<file path="src/rtl/n4_serial_tx.sv">
// n4_serial_tx -- 4-bit parallel-to-serial transmitter.
//
// Takes one 4-bit word from a producer and sends it on a single line,
// LSB first, as: start bit (0), d0, d1, d2, d3, then STOP_BITS stop
// bits (1). Every line bit is held for BIT_CYCLES clocks. The line
// idles at 1.
//
// Parameters:
//   BIT_CYCLES  clocks per line bit (1..255)
//   STOP_BITS   stop bits after d3 (1..3)
//
// Ports:
//   clock   in   system clock, rising edge
//   reset_  in   asynchronous reset, active low
//   x3_x0   in   [3:0] data word, sampled only when it is accepted
//   dav_    in   data valid, active low
//   rfd     out  ready for data, high only in IDLE
//   out     out  serial line, 1 when idle
//   busy    out  high from acceptance to the end of the last stop bit
//
// Handshake: in IDLE (rfd=1) a posedge that sees dav_=0 accepts x3_x0
// and drops rfd. rfd only returns to 1 after the frame has ended and
// dav_ has been seen high, so a word held on dav_=0 is sent once.
//
// All outputs are registers; nothing passes combinationally from an
// input to an output.

module n4_serial_tx #(
   parameter int BIT_CYCLES = 1,
   parameter int STOP_BITS  = 1
) (
   input  logic       clock,
   input  logic       reset_,
   input  logic [3:0] x3_x0,
   input  logic       dav_,
   output logic       rfd,
   output logic       out,
   output logic       busy
);

   typedef enum logic [2:0] {
      S_IDLE     = 3'd0,
      S_START    = 3'd1,
      S_DATA     = 3'd2,
      S_STOP     = 3'd3,
      S_WAIT_REL = 3'd4
   } state_t;

   localparam logic [7:0] PC_LAST = 8'(BIT_CYCLES - 1);
   localparam logic [1:0] SB_LAST = 2'(STOP_BITS - 1);

   state_t     state, state_nx;
   logic [3:0] sr, sr_nx;
   logic [1:0] bcnt, bcnt_nx;
   logic [7:0] pcnt, pcnt_nx;
   logic       rfd_nx, out_nx, busy_nx;
   logic       bit_end;

   // Last clock of the current line bit.
   assign bit_end = (pcnt == PC_LAST);

   always_ff @(posedge clock or negedge reset_) begin
      if (!reset_) begin
         state <= S_IDLE;
         sr    <= 4'd0;
         bcnt  <= 2'd0;
         pcnt  <= 8'd0;
         rfd   <= 1'b1;
         out   <= 1'b1;
         busy  <= 1'b0;
      end else begin
         state <= state_nx;
         sr    <= sr_nx;
         bcnt  <= bcnt_nx;
         pcnt  <= pcnt_nx;
         rfd   <= rfd_nx;
         out   <= out_nx;
         busy  <= busy_nx;
      end
   end

   always_comb begin
      state_nx = state;
      sr_nx    = sr;
      bcnt_nx  = bcnt;
      pcnt_nx  = pcnt;
      rfd_nx   = rfd;
      out_nx   = out;
      busy_nx  = busy;

      case (state)
         S_IDLE: begin
            if (!dav_) begin
               sr_nx    = x3_x0;
               rfd_nx   = 1'b0;
               busy_nx  = 1'b1;
               out_nx   = 1'b0;
               pcnt_nx  = 8'd0;
               bcnt_nx  = 2'd0;
               state_nx = S_START;
            end
         end

         S_START: begin
            if (bit_end) begin
               pcnt_nx  = 8'd0;
               out_nx   = sr[0];
               bcnt_nx  = 2'd0;
               state_nx = S_DATA;
            end else begin
               pcnt_nx = pcnt + 8'd1;
            end
         end

         S_DATA: begin
            if (bit_end) begin
               pcnt_nx = 8'd0;
               if (bcnt == 2'd3) begin
                  out_nx   = 1'b1;
                  bcnt_nx  = 2'd0;
                  state_nx = S_STOP;
               end else begin
                  // Shift right; the bit that lands in sr[0] is sr[1] now.
                  sr_nx   = {1'b0, sr[3:1]};
                  out_nx  = sr[1];
                  bcnt_nx = bcnt + 2'd1;
               end
            end else begin
               pcnt_nx = pcnt + 8'd1;
            end
         end

         S_STOP: begin
            // bcnt is reused here to count stop bits.
            if (bit_end) begin
               pcnt_nx = 8'd0;
               if (bcnt == SB_LAST) begin
                  busy_nx  = 1'b0;
                  bcnt_nx  = 2'd0;
                  state_nx = S_WAIT_REL;
               end else begin
                  bcnt_nx = bcnt + 2'd1;
               end
            end else begin
               pcnt_nx = pcnt + 8'd1;
            end
         end

         S_WAIT_REL: begin
            if (dav_) begin
               rfd_nx   = 1'b1;
               state_nx = S_IDLE;
            end
         end

         default: begin
            state_nx = S_IDLE;
            rfd_nx   = 1'b1;
            out_nx   = 1'b1;
            busy_nx  = 1'b0;
         end
      endcase
   end

endmodule
</file>
<file path="config.mk">
export PLATFORM = sky130hd
export DESIGN_NAME = n4_serial_tx
export DESIGN_NICKNAME = d
export VERILOG_FILES = /design/src/rtl/n4_serial_tx.sv
export SDC_FILE = /design/constraint.sdc
export NUM_CORES = 1
export LEC_CHECK = 0
export BUFFER_PORTS_ARGS = -buffer_cell sky130_fd_sc_hd__clkbuf_2
export CAP_MARGIN = 25
export CORE_MARGIN = 2
export CORE_UTILIZATION = 40
export DETAILED_ROUTE_END_ITERATION = 8
export MAX_ROUTING_LAYER = met4
export PLACE_DENSITY = 0.67
export SYNTH_ARGS = -nofsm -noshare
export SYNTH_HDL_FRONTEND = slang
export SYNTH_SLANG_ARGS = --single-unit
</file>
<file path="constraint.sdc">
create_clock -name clock -period 2.56 [get_ports clock]
set_clock_uncertainty 0.2 [all_clocks]
set_input_delay 0.512 -clock clock [delete_from_list [all_inputs] [get_ports clock]]
set_output_delay 0.512 -clock clock [all_outputs]
set_load 0.01 [all_outputs]
</file>
==> reports/metrics.yaml <==
synth:
  yosys_warnings: 0
  ys.flop_type: "dfrtp_1"
  syn_nets: 139
  synthXorXnorAreaFrac_pct: 3.53
  yosys.area_share.simple_pct: 23.5
  ys_seq_area_share_pct: 40.5
  netlist_instances: 127
  synth_compound_area_share_pct: 14.1
  synth.avg_cell_area_um2: 9.77
  synth_area_um2: 1240
  synth-adder-area-share_pct: 5.04
  netlist-cell-type-count: 42
  muxShareOfSynthArea_pct: 8.67
  ys_seq_elements: 20
  synth_edf_count: 0
  synth.area.top_cells: "dfrtp_1 (36%), mux2_2 (5.4%), ha_1 (5.0%), dfstp_2 (4.2%), nor2_1 (3.9%)"
  async_flop_share_pct: 100
  yosysTopAreaCell: "dfrtp_1"
  yosys.area.top_type_share_pct: 36.3
  synth_top_family_by_area: "simple AND/OR/NAND/NOR gates"
timing:
  final.period_utilization_pct: 81.7
  rsz0062_at_grt: "false"
  worstMarginPinSlew_ns: 0.492
  fin_setup_tns_ns: 0
  fin_crit_ns: 2.09
  maxSlewViolCount: 0
  setup_viol: 0
  hold_violations: 0
  max_slew_margin_pct: 67.2
  fmax_ghz: 0.478
clock_network:
  postCtsResizedCells: 0
  path_clk_slew_ns: 0.11
  htreeDepth: 1
  clkLatencyLatePin_ns: 0.30
  cts_tree: "done"
  cts_buffers: 3
  clock_path_buffers: 2
  cts-root-buf: "clkbuf_4"
  post_cts_buffers: 0
  clkSinkCount: 20
final_layout:
  area_growth_pct: 7.36
  layout_commonest_cell: "dfrtp_1"
  layout-drive-gt1-share_pct: 23.1
  final_area_um2: 1330
  num_antenna_cells: 0
  layout_common_cells: "dfrtp_1 (18), nor2_1 (13), nand2_1 (11), clkbuf_2 (9), o21ai_0 (8)"
  fin_nets: 148
  fillers: 291
worst_setup_path:
  path_class: "reg -> reg"
  critPathBufInv: 0
  slowest_stage: "dfrtp_1"
  start_kind: "register"
  critPathTopFamily: "flip-flops"
  worst-path-max-fanout: 16
  arrival_ns: 2.09
  end_kind: "register"
  required_ns: 2.56
  r2r_slack_ns: 0.47
  critPathMaxStageDelay_ns: 0.65
  path_cells: "nor3b_4 > or2b_1 > o21bai_4 > mux2_2"
global_route:
  grt_max_degree: 21
  use_met2_pct: 24.1
  top_usage_layer: "met2"
  grt_overflow_total: 0
  met3_usage_pct: 1.30
  antenna_found_initial: 0
  grt_util_met1_pct: 18.6
  grt_pass1_vias: 884
  grt_pass1_wl_mm: 3.95
  grt_usage_pct: 15.2
detailed_routing:
  routed_wl_mm: 2.23
  drt_iter0_drc: 26
  viasPerCell: 5.38
  drc_errors: 0
  num_vias: 899
  drtPass1Iterations: 4
  ant_nets: 0
  wire_per_inst_um: 13.4
floorplan:
  dieArea_um2: 3560
  pin_count: 10
  core_area_um2: 3000
  rows: 20
  die_width_um: 59.7
  fp.dieH_um: 59.7
  initial_core_util_pct: 41.3
pwr:
  vdd_drop_max_v: 0.000204
  p_per_area_nw_per_um2: 970
  p_clk_share_pct: 11.7
  p_sw_mw: 0.530
  p_leak_nw: 0.575
  sw_frac_of_total_pct: 41.0
  power_frac_seq_pct: 49.0
  p_int_mw: 0.762
  pwr-share-comb_pct: 39.3
placed_design:
  hpwl_mm: 1.63
  dpl_cell_area_um2: 1300
  portBuffers: 9
  gp_congestion: 0.850
worst_hold_path:
  hold_path.class: "in -> reg"
status:
  outcome: "complete, no violations"
job:
  cap_violations: 0
[sequential cells by signal, indices dropped and copies added (netlist names)]
name   cells
state      3
sr         4
busy       1
out        1
bcnt       2
rfd        1
pcnt       8
[area by class of cell]
cell class	count	area [um2]	share of cell area (%)
repair buffers	11	62.6	4.69
multi-input cells	94	681	51.1
flip-flops and latches	20	503	37.7
well taps	33	41.3	3.10
inverters	6	22.5	1.69
clock buffers	3	22.5	1.69
[logic make-up after synthesis]
| logic type | count (synthesis) |
|---|---|
| and+or+nand+nor | 49 |
| buffers and inverters | 13 |
| xor gates and xnor gates | 5 |
| adders and majority gates | 5 |
| AOI/OAI and AO/OA | 25 |
| DFF | 20 |
| muxes | 10 |
[power by group through the flow]
| stage | Sequential (mW) | Clock, mW | Combinational (mW) |
|---|---|---|---|
| 2_1_floorplan | 0.577 | 0 | 0.456 |
| 3_3_place_gp | 0.628 | 0 | 0.494 |
| 3_5_place_dp | 0.638 | 0 | 0.513 |
| 4_1_cts | 0.631 | 0.157 | 0.516 |
| 5_1_grt | 0.658 | 0.163 | 0.596 |
| 6_report | 0.633 | 0.151 | 0.508 |
[timing repair]
action | CTS | global route
hold endpoints to repair | 18 | 0
hold buffers | 1 | 0
setup endpoints to repair | 0 | 0
[cells in the mapped netlist (all sizes together) (2+ instances only)]
| cell | n |
|---|---|
| o21bai | 3 |
| mux2 | 6 |
| buf | 6 |
| dfstp | 2 |
| nor3 | 6 |
| nand2 | 12 |
| o22ai | 2 |
| nor2b | 2 |
| inv | 6 |
| or2 | 2 |
| xnor2 | 4 |
| ha | 5 |
| a21oi | 6 |
| dfrtp | 18 |
| nor3b | 3 |
| o21ai | 8 |
| mux2i | 4 |
| nor2 | 13 |
| nand3 | 4 |
| o31ai | 2 |
[worst paths after layout]
path                             to  cells past startpoint      from
max in group asynchronous       out                      2    reset_
min in group asynchronous  state[2]                      2    reset_
max                           sr[0]                      4  state[1]
min reg2reg                     rfd                      2       rfd
min                           sr[3]                      3  x3_x0[3]
max reg2reg                   sr[0]                      4  state[1]
[worst min-delay path: cells and delay by family]
kind / cells / cell delay, ns
compound gates: 1 / 0.07
simple gates: 1 / 0.04
buf+inv: 1 / 0.07
[stage by stage]
step	util, %	hold WS [ns]	std cells	total power, mW	worst slack, ns
3_5_place_dp	43.3	0.284	163	1.15	0.467
3_3_place_gp	43.3	0.270	163	1.12	0.560
4_1_cts	44.4	0.228	167	1.30	0.450
2_1_floorplan	-	0.0164	127	1.03	0.709
5_1_grt	44.4	0.248	167	1.42	0.347
6_report	44.4	0.224	167	1.29	0.468
[per-layer routing]
| metal | wire, um | share of wire, % |
|---|---|---|
| met5 | 0 | 0 |
| met4 | 65 | 2.9 |
| met3 | 32 | 1.4 |
| met2 | 1070 | 48 |
| met1 | 1070 | 48 |
Note: power is estimated with default switching activity, not from simulation.
